`config.mk`:
```
export PLATFORM = sky130hd
export DESIGN_NAME = sigmoid_mac_stage
export DESIGN_NICKNAME = d
export VERILOG_FILES = /design/src/rtl/sigmoid_mac_stage.sv
export SDC_FILE = /design/constraint.sdc
export NUM_CORES = 1
export LEC_CHECK = 0
export ABC_CLOCK_PERIOD_IN_PS = 4800
export BUFFER_PORTS_ARGS = -buffer_cell sky130_fd_sc_hd__buf_4
export CAP_MARGIN = 20
export CORE_MARGIN = 4
export CORE_UTILIZATION = 40
export DETAILED_ROUTE_END_ITERATION = 10
export SKIP_CTS_REPAIR_TIMING = 1
export SYNTH_ARGS = -nofsm -noshare
export SYNTH_HDL_FRONTEND = slang
export SYNTH_SLANG_ARGS = --single-unit
export TNS_END_PERCENT = 50
```
`constraint.sdc`:
```
create_clock -name clk -period 4.8 [get_ports clk]
set_input_delay 0 -clock clk [delete_from_list [all_inputs] [get_ports clk]]
set_output_delay 0 -clock clk [all_outputs]
set_load 0.005 [all_outputs]
```
`src/rtl/sigmoid_mac_stage.sv`:
```
// Evaluation stage of the piecewise-linear sigmoid: y = clamp(round(grad*x) + offset, 0, Y_MAX).
// Two-register valid/ready pipeline. There is no skid buffer, so in_ready depends combinationally on out_ready.
module sigmoid_mac_stage #(
    parameter int              DW    = 16,
    parameter int              FRAC  = 8,
    parameter logic [DW-1:0]   Y_MAX = 16'h0100
) (
    input  logic          clk,
    input  logic          rst_n,
    input  logic          in_valid,
    output logic          in_ready,
    input  logic [DW-1:0] in_x,
    input  logic [DW-1:0] in_grad,
    input  logic [DW-1:0] in_offset,
    output logic          out_valid,
    input  logic          out_ready,
    output logic [DW-1:0] out_y,
    output logic          out_sat
);

    localparam int PW = 2 * DW;
    localparam int SW = PW + 1;
    localparam logic signed [SW-1:0] ROUND_HALF = SW'(1) << (FRAC - 1);
    localparam logic signed [SW-1:0] Y_MAX_EXT  = {{(SW - DW){1'b0}}, Y_MAX};

    logic                 adv1;
    logic                 adv2;
    logic                 v1;
    logic signed [PW-1:0] p1;
    logic        [DW-1:0] off1;

    logic signed [PW-1:0] x_ext;
    logic signed [PW-1:0] g_ext;
    logic signed [PW-1:0] prod;
    logic signed [SW-1:0] rnd;
    logic signed [SW-1:0] t;
    logic signed [SW-1:0] s;
    logic                 sat_lo;
    logic                 sat_hi;
    logic        [DW-1:0] y_next;

    assign adv2     = !out_valid || out_ready;
    assign adv1     = !v1 || adv2;
    assign in_ready = adv1;

    // Grad is an unsigned magnitude, so it is zero-extended and x is sign-extended.
    // The low PW bits of the product of the extended operands are then exact.
    always_comb begin
        x_ext = {{DW{in_x[DW-1]}}, in_x};
        g_ext = {{DW{1'b0}}, in_grad};
        prod  = x_ext * g_ext;
    end

    // NOTE: give every always_comb output a value on every path, here by plain unconditional assignment, so no latch is inferred.
    always_comb begin
        rnd    = {p1[PW-1], p1} + ROUND_HALF;
        t      = rnd >>> FRAC;
        s      = t + {{(SW - DW){off1[DW-1]}}, off1};
        sat_lo = s[SW-1];
        sat_hi = !sat_lo && (s > Y_MAX_EXT);
        y_next = s[DW-1:0];
        if (sat_lo) begin
            y_next = '0;
        end else if (sat_hi) begin
            y_next = Y_MAX;
        end
    end

    // NOTE: the datapath registers are reset as well as the valid bits, so the output reads 0 during reset and right after it.
    always_ff @(posedge clk or negedge rst_n) begin
        if (!rst_n) begin
            v1   <= 1'b0;
            p1   <= '0;
            off1 <= '0;
        end else if (adv1) begin
            // NOTE: use non-blocking assignments for state so that every register samples its value from before the edge.
            v1 <= in_valid;
            if (in_valid) begin
                p1   <= prod;
                off1 <= in_offset;
            end
        end
    end

    always_ff @(posedge clk or negedge rst_n) begin
        if (!rst_n) begin
            out_valid <= 1'b0;
            out_y     <= '0;
            out_sat   <= 1'b0;
        end else if (adv2) begin
            out_valid <= v1;
            out_y     <= y_next;
            out_sat   <= sat_lo || sat_hi;
        end
    end

endmodule
```
==> results of run 1 <==
report_power, final:
part | leakage [nW] | switching (mW) | internal [mW]
clock network | 0.126 | 0.239 | 0.351
logic | 6.73 | 5.24 | 5.37
registers | 0.753 | 0.144 | 0.670
total | 7.61 | 5.62 | 6.39
cells by family (layout without fill, tap and decap cells):
group | Yosys count | count (layout) | synth area share
AO/OA/AOI/OAI | 165 | 165 | 0.0858
XOR/XNOR | 60 | 60 | 0.0423
adder cells (fa/ha/maj) | 334 | 334 | 0.453
buffers and inverters | 305 | 481 | 0.0926
flip-flops | 60 | 60 | 0.121
multiplexers | 2 | 2 | 0.00161
AND/OR/NAND/NOR | 519 | 519 | 0.204
flip-flops by register name (all words and copies together) (netlist names):
register and count:
v1 1, out_sat 1, out_y 16, out_valid 1, p1 25, off1 16
final cells by class:
cell class,count,area (sq um)
clock buffers,11,233
inverters,250,938
clock inverters,5,37.5
well taps,396,495
multi-input cells,1080,10100
fillers,2983,15500
flip-flops and latches,60,1500
repair buffers,215,1830
how the worst max path moves through the flow:
stage / from / endpoint / cells past startpoint
finish: in_grad[6] / p1[29] / 21
global placement: in_grad[4] / p1[30] / 20
global route: in_grad[6] / p1[29] / 21
floorplan: in_x[5] / p1[25] / 21
detailed placement: in_x[4] / p1[31] / 22
CTS: in_x[4] / p1[31] / 22
worst max-delay path: cells and delay by family:
family,cells,cell delay (ps)
AOI/OAI and AO/OA,5,1150
adders and majority gates,7,3320
buffers and inverters,5,280
and+or+nand+nor,4,730
per-layer routing:
layer,routed length [um],GRT usage
met1,14300,0.266
met2,13300,0.275
met3,1540,0.0213
met4,269,0.0245
met5,0,0
stage by stage:
step | TNS [ps] | util
after floorplan | -3260 | -
after global placement | -10570 | 0.467
after detailed placement | -11820 | 0.467
after CTS | -4820 | 0.476
after global routing | -6990 | 0.495
final | -3580 | 0.495
placed cells by master, fill, tap and decap left out, types with 20 or more instances in the layout:
cell	n
xor2_1	22
fa_1	181
and2_1	104
o21ai_0	37
nand2_1	236
nor2_1	45
a21oi_1	36
nand3_1	22
buf_4	174
xnor2_1	36
dfrtp_1	60
ha_1	129
and2_4	20
inv_1	240
==> impl_metrics.env, run 1 <==
export IMPL_drcViolationCount=0
export IMPL_clock_fmax_mhz=190
export IMPL_synth_ff_type="dfrtp_1"
export IMPL_p_leak_nw=7.61
export IMPL_post_synth_top_count_cell="inv_1"
export IMPL_ys_warn_count=0
export IMPL_crit_chain="buf_12 > and2_4 > fa_1 > inv_2 > fa_2 > fa_2 > inv_2 > fa_2 > fa_1 > inv_2 > fa_1 > inv_2 > ha_4 > nand4_1 > or3_4 > o22ai_4 > o2111ai_2 > a211o_1 > a21boi_2 > nor3_1 > o31ai_1"
export IMPL_synthesis_nets=1831
export IMPL_die_height_um=184
export IMPL_placed_cell_area_sq_um=14300
export IMPL_syn_area_sq_um=12400
export IMPL_cts_root_buf="clkbuf_16"
export IMPL_layout_min_cycle_time_ps=5250
export IMPL_postLayoutCellArea_sq_um=15200
export IMPL_hold_depth=3
export IMPL_clockBufferDepth=2
export IMPL_place_inst=1974
export IMPL_htree_num_levels=3
export IMPL_finalNetCount=2002
export IMPL_postRouteAntennaNets=0
export IMPL_min_from="out_ready"
export IMPL_finClkSkew_ps=9.57
export IMPL_gr_total_overflow=0
export IMPL_wl_um=29400
export IMPL_powerDensity_nw_per_um2=792
export IMPL_synth_edff_count=0
export IMPL_critical_path_class="in2reg"
export IMPL_violations="negative setup slack"
export IMPL_clock_sinks=60
export IMPL_dieArea_sq_um=34000
export IMPL_finalCritPeriodShare=1.09
export IMPL_fp_dieW_um=184
export IMPL_finalNonFillerCells=2017
export IMPL_initial_core_util=0.406
export IMPL_postSynthAreaPerCell_sq_um=8.61
export IMPL_cp_arrival_ps=5490
export IMPL_syn2layout_area_growth_pct=22.0
export IMPL_via_count=9961
export IMPL_hold_path_class="in2reg"
export IMPL_drtIter0Drc=475
export IMPL_ir_worst_vdd_v=0.000617
export IMPL_setup_worst_path_end_class="flip-flop"
export IMPL_start_kind="input port"
export IMPL_grt_max_degree=61
export IMPL_numCtsBuffers=9
export IMPL_netlist_instances=1445
export IMPL_insertion_delay_ps=330
export IMPL_rows=64
export IMPL_clk_pin_slew_ps=50
export IMPL_async_reset_ff_frac=1.00
export IMPL_drive_gt1_frac=0.191
export IMPL_avgRoutedWirePerCell_um=14.6
export IMPL_yosysTopAreaCell="fa_1"
export IMPL_grt_pass1_vias=9885
export IMPL_synthTopCellsByArea="fa_1 (31%), ha_1 (14%), dfrtp_1 (12%), inv_1 (7.5%), nand2_1 (7.2%)"
export IMPL_antenna_found_initial=0
export IMPL_synth_top_area_share=0.312
export IMPL_dr_pass1_iters=5
export IMPL_synth_common_cells="inv_1 (250), nand2_1 (240), fa_1 (194), ha_1 (140), and2_1 (124)"
export IMPL_synth_seq_area_share=0.121
export IMPL_hold_violations=0
export IMPL_port_buffers=70
export IMPL_reg2regPathDepth=17
export IMPL_gr_usage_all_layers=0.175
export IMPL_r2r_start="p1[9]"
export IMPL_hold_path_end="out_valid"
export IMPL_path_max_fanout=5
export IMPL_grt_first_pass_wirelength_um=49300
export IMPL_hpwlAfterDp_um=25000
export IMPL_max_slew_margin_rel=0.389
export IMPL_r2r_end="out_sat"
export IMPL_holdWs_ps=42.3
export IMPL_vias_per_cell=4.94
export IMPL_antenna_cells=0
export IMPL_cts_tree="built"
export IMPL_worst_path_max_delay_cell="fa_2"
export IMPL_required_ps=5030
export IMPL_place_gp_congestion=0.853
export IMPL_io_pin_count=71
export IMPL_crit_top_cell="inv_2"
export IMPL_core_sq_um=30700
export IMPL_worst_slew_pin_slew_ps=917
export IMPL_dp_slack_ps=-843
export IMPL_setup_ws_ps=-454
export IMPL_synth_seq_cells=60
export IMPL_slowest_delay_ps=580
export IMPL_setup_viol=15
export IMPL_total_power_mw=12.0
export IMPL_outcome="finished, violations left"
export IMPL_max_cap_viol_count=0
export IMPL_rrSetupSlack_ps=240
export IMPL_slew_violations=0
export IMPL_netlist_cell_type_count=66
export IMPL_rsz0062_at_grt="yes"
Power figures use the tool's default switching activity.
==> inputs of run 2 (changes only) <==
- CORE_UTILIZATION: 40 -> 30
==> run 2 against run 1 <==
  * The flow still finishes with violations (negative setup slack)
  * Largest power group unchanged
  * Via count increased by 0.27%
  * Register-to-register slack improved by 150 ps
  * Highest routed layer unchanged
  * Final cell count increased by 6.5%
  * Sequential power increased by 0.6%
  * Clock power increased by 9.7%
  * Die area increased by 32%
  * Total power increased by 1.5%
  * Final area increased by 1.7%
==> impl_metrics.env, run 2 (synthesis gave the netlist of run 1 again) <==
export IMPL_path_max_fanout=6
export IMPL_clock_fmax_mhz=190
export IMPL_grt_max_degree=61
export IMPL_required_ps=4990
export IMPL_setup_viol=13
export IMPL_finalSetupTns_ps=-3400
export IMPL_avgRoutedWirePerCell_um=14.5
export IMPL_cts_root_buf="clkbuf_16"
export IMPL_layout_common_cells="nand2_1 (234), inv_1 (231), fa_1 (181)"
export IMPL_placed_cell_area_sq_um=14500
export IMPL_worst_slew_pin_slew_ps=908
export IMPL_final_core_util=0.377
export IMPL_reg_largest_list="p1 (25), off1 (16), out_y (16)"
export IMPL_vias_per_cell=4.65
export IMPL_finClkSkew_ps=4.87
export IMPL_violations="negative setup slack"
export IMPL_postRouteAntennaNets=0
export IMPL_max_slew_margin_rel=0.395
export IMPL_fp_dieW_um=212
export IMPL_multi_input_comb_area_sq_um=10200
export IMPL_wl_um=31100
export IMPL_gr_total_overflow=0
export IMPL_cp_arrival_ps=5440
export IMPL_drtIter0Drc=542
export IMPL_hpwlAfterDp_um=26400
export IMPL_setup_ws_ps=-454
export IMPL_gr_usage_all_layers=0.139
export IMPL_postLayoutCellArea_sq_um=15400
export IMPL_hold_depth=3
export IMPL_finalCritPeriodShare=1.09
export IMPL_die_height_um=212
export IMPL_cts_tree="built"
export IMPL_slew_violations=0
export IMPL_setup_worst_path_end_class="flip-flop"
export IMPL_powerDensity_nw_per_um2=790
export IMPL_clock_sinks=60
export IMPL_max_cap_viol_count=0
export IMPL_clk_pin_slew_ps=50
export IMPL_outcome="finished, violations left"
export IMPL_io_pin_count=71
export IMPL_drcViolationCount=0
export IMPL_dieArea_sq_um=44800
export IMPL_ir_worst_vdd_v=0.000794
export IMPL_core_sq_um=40900
export IMPL_n_fill_cell=4144
export IMPL_hold_path_class="in2reg"
export IMPL_start_kind="input port"
export IMPL_syn2layout_area_growth_pct=24.1
export IMPL_p_leak_nw=7.57
export IMPL_regMostFlops="p1"
export IMPL_regArea_sq_um=1500
export IMPL_via_count=9988
export IMPL_numCtsBuffers=9
export IMPL_initial_core_util=0.304
export IMPL_grt_pass1_vias=10400
export IMPL_critical_path_class="in2reg"
export IMPL_total_power_mw=12.2
export IMPL_insertion_delay_ps=330
export IMPL_grt_first_pass_wirelength_um=51900
export IMPL_port_buffers=70
export IMPL_drive_gt1_frac=0.196
export IMPL_largest_reg_flops=25
export IMPL_antenna_found_initial=0
export IMPL_rsz0062_at_grt="yes"
export IMPL_hold_violations=0
export IMPL_final_common_cell="nand2_1"
export IMPL_htree_num_levels=3
export IMPL_reg2regPathDepth=17
export IMPL_dr_pass1_iters=5
export IMPL_rows=74
export IMPL_dp_slack_ps=-839
export IMPL_finalNetCount=1996
export IMPL_clockBufferDepth=2
export IMPL_layout_min_cycle_time_ps=5250
export IMPL_place_gp_congestion=0.856
## run 2: cell count changes in the layout (fill, tap and decap cells not counted), moves of 4 or more
cell     delta
inv_1       -9
ha_4        +6
buf_8       +5
and2_4      -7
and2_1      +7
ha_1        -8
o21ai_1     +4
inv_2       +9
buf_4       -8
## run 2: metrics by stage
step,instances,hold slack (ps)
floorplan,1445,-296
global placement,2109,133
detailed placement,2109,147
CTS,2125,-212
global route,2147,67.7
finish,2148,44.7
## run 2: layout make-up
cell class	instances	share of cell area
tap	532	0.0431
multi-input combinational	1080	0.663
sequential	60	0.0973
clock inverter	6	0.00413
inverter	250	0.0608
clock buffer	10	0.0155
antenna	1	0.000162
timing repair buffer	209	0.116
## run 2: worst max-delay path, cell delays in order
cell,delay [ps]
buf_12,110
and2_4,150
fa_1,550
inv_2,40
fa_2,420
fa_2,560
inv_2,40
fa_2,460
fa_1,520
inv_2,40
fa_1,550
inv_2,50
ha_4,250
nand4_1,150
or3_4,370
o22ai_4,160
o2111ai_2,190
a211o_1,360
a31oi_4,240
xnor2_1,150
o21ai_1,70
## run 2: layer usage
layer / track usage / share of wire
met4: 0.0227 / 0.010
met2: 0.219 / 0.45
met1: 0.212 / 0.50
met5: 0 / 0
met3: 0.0141 / 0.043
## run 2: worst paths after layout
path / startpoint / end / slack, ps
setup / recovery: in_x[5] / p1[30] / -450
hold / removal: out_ready / out_valid / 40
setup reg to reg: p1[9] / out_sat / 390
hold reg to reg: v1 / out_valid / 470
max in group asynchronous: rst_n / p1[19] / 3990
min in group asynchronous: rst_n / off1[15] / 280
## run 2: where the power goes
part / internal, mW / total (mW) / switching [mW]
clock: 0.414 / 0.647 / 0.233
sequential: 0.670 / 0.819 / 0.149
combinational: 5.38 / 10.7 / 5.35
==> inputs of run 3 (changes only) <==
- ABC_AREA: default -> 1
==> run 3 against run 2 <==
  * The run now ends clean
  * Global-route usage increased by 0.42 points
  * Flip-flop and latch count unchanged
  * Final cell count increased by 29%
  * Worst hold slack improved by 51 ps
  * Clock skew grew 0.64 ps
  * Routed wire length increased by 16%
  * Sequential share of layout area down 1.1 points
  * Core utilization increased by 0.26 points
  * Count of clock-buffer cells in the layout up 2
  * Non-clock buffer count up 31
  * Register-to-register slack better by 330 ps
  * Setup slack improved by 580 ps
  * Critical endpoint is now p1[29]
==> impl_metrics.env, run 3 <==
export IMPL_wl_um=36100
export IMPL_finalNetCount=2547
export IMPL_max_cap_viol_count=0
export IMPL_layout_min_cycle_time_ps=4680
export IMPL_place_gp_congestion=0.885
export IMPL_final_core_util=0.380
export IMPL_synth_common_cells="nand2_1 (582), inv_1 (513), fa_1 (194), ha_1 (140), nor2_1 (84)"
export IMPL_n_fill_cell=4747
export IMPL_synthesis_nets=2361
export IMPL_regArea_sq_um=1500
export IMPL_r2r_start="p1[8]"
export IMPL_vias_per_cell=4.46
export IMPL_clockBufferDepth=2
export IMPL_layout_common_cells="nand2_1 (566), inv_1 (497), buf_4 (198)"
export IMPL_netlist_cell_type_count=38
export IMPL_slew_violations=0
export IMPL_async_reset_ff_frac=1.00
export IMPL_core_sq_um=45700
export IMPL_r2r_end="out_y[5]"
export IMPL_dr_pass1_iters=5
export IMPL_setup_worst_path_end_class="flip-flop"
export IMPL_antenna_cells=0
export IMPL_postSynthAreaPerCell_sq_um=7.05
export IMPL_gr_total_overflow=0
export IMPL_regMostFlops="p1"
export IMPL_numCtsBuffers=9
export IMPL_required_ps=5030
export IMPL_rrSetupSlack_ps=720
export IMPL_start_kind="input port"
export IMPL_yosysTopAreaCell="fa_1"
export IMPL_synthTopCellsByArea="fa_1 (28%), nand2_1 (16%), inv_1 (14%), ha_1 (13%), dfrtp_1 (11%)"
export IMPL_initial_core_util=0.305
export IMPL_cts_root_buf="clkbuf_16"
export IMPL_dieArea_sq_um=49900
export IMPL_cp_startpoint="in_grad[7]"
export IMPL_largest_reg_flops=25
export IMPL_grt_pass1_vias=12800
export IMPL_syn_area_sq_um=13900
export IMPL_finClkSkew_ps=5.50
export IMPL_clock_fmax_mhz=214
export IMPL_synth_seq_cells=60
export IMPL_postRouteAntennaNets=0
export IMPL_rsz0062_at_grt="yes"
export IMPL_setup_viol=0
export IMPL_drtIter0Drc=732
export IMPL_synth_ff_type="dfrtp_1"
export IMPL_fp_dieW_um=223
export IMPL_avgRoutedWirePerCell_um=13.0
export IMPL_netlist_instances=1975
export IMPL_multi_input_comb_area_sq_um=10800
export IMPL_critical_path_class="in2reg"
export IMPL_antenna_found_initial=0
export IMPL_insertion_delay_ps=340
export IMPL_reg2regPathDepth=25
export IMPL_hold_path_class="in2reg"
export IMPL_clock_sinks=60
export IMPL_port_buffers=70
export IMPL_path_max_fanout=7
export IMPL_grt_first_pass_wirelength_um=60400
export IMPL_synth_seq_area_share=0.108
export IMPL_hold_violations=0
export IMPL_reg_largest_list="p1 (25), off1 (16), out_y (16)"
export IMPL_outcome="finished clean"
export IMPL_worst_slew_pin_slew_ps=780
export IMPL_die_height_um=223
export IMPL_syn2layout_area_growth_pct=24.6
export IMPL_post_synth_top_count_cell="nand2_1"
export IMPL_via_count=12300
export IMPL_synth_edff_count=0
export IMPL_critPathCapture="p1[29]"
export IMPL_clk_pin_slew_ps=50
export IMPL_synth_top_area_share=0.279
export IMPL_hold_depth=5
export IMPL_ys_warn_count=0
export IMPL_min_from="out_ready"
export IMPL_drive_gt1_frac=0.198
export IMPL_cts_tree="built"
export IMPL_io_pin_count=71
export IMPL_max_slew_margin_rel=0.480
export IMPL_cp_arrival_ps=4900
export IMPL_drcViolationCount=0
export IMPL_htree_num_levels=3
export IMPL_finalCritPeriodShare=0.974
export IMPL_hpwlAfterDp_um=30900
export IMPL_final_common_cell="nand2_1"
export IMPL_grt_max_degree=61
export IMPL_rows=78
export IMPL_gr_usage_all_layers=0.144
==> run 3: cell families (layout without fill, tap and decap cells) <==
family | after synthesis | in the layout | synth area share
buf+inv | 585 | 775 | 0.158
xor+xnor | 36 | 36 | 0.0226
fa+ha+maj | 334 | 334 | 0.405
compound gates | 127 | 127 | 0.0495
simple gates | 833 | 833 | 0.257
flops | 60 | 60 | 0.108
==> run 3: layer usage <==
| layer | global-route usage | wire length, um | vias up |
|---|---|---|---|
| met5 | 0 | 0 | - |
| met1 | 0.194 | 16800 | 5843 |
| met3 | 0.0175 | 1470 | 51 |
| li1 | - | - | 6179 |
| met2 | 0.251 | 17300 | 264 |
| met4 | 0.0245 | 555 | 0 |
==> run 3: critical path, stage by stage <==
cell and delay [ps]:
buf_12 120, nand2_4 60, inv_2 30, fa_1 520, inv_1 50, fa_1 510, fa_2 450, fa_1 510
inv_2 40, fa_1 510, inv_2 40, fa_1 510, inv_2 50, ha_4 300, buf_6 100, nand2_2 40
nor2_2 90, nand2_1 60, o211ai_1 330, nand3_1 160, nand2_2 120, nand3_2 70, nand2_1 70, nand2_1 60
nand3_2 50, nand2_1 50
==> run 3: cell type report <==
class / instances / share of cell area
clock buffers: 12 / 0.0154
clock inverters: 3 / 0.00260
inverters: 520 / 0.113
multi-input cells: 1330 / 0.623
flip-flops and latches: 60 / 0.0866
well taps: 600 / 0.0433
repair buffers: 240 / 0.116
==> run 3: metrics by stage <==
step | setup WS [ps] | cells | TNS [ps] | area, sq um | hold WS, ps
after global routing | -81.5 | 2765 | -208 | 17300 | 117
after global placement | -553 | 2722 | -4980 | 16200 | 114
after detailed placement | -676 | 2722 | -6100 | 16200 | 126
after CTS | -306 | 2737 | -369 | 16500 | -229
after floorplan | -52.8 | 1975 | -252 | 14500 | -296
final | 124 | 2765 | 0 | 17300 | 95.4
==> run 3: worst min-delay path by stage <==
| stage | to | slack, ps |
|---|---|---|
| final | out_y[4] | 100 |
| after global routing | out_y[1] | 120 |
| after CTS | off1[6] | -230 |
| after detailed placement | out_y[4] | 130 |
| after global placement | out_y[4] | 110 |
| after floorplan | off1[0] | -300 |
Power of run 3 is left out: the tool's default activity adds up to more than one toggle a clock period on the data nets, which glitch-free logic cannot reach.
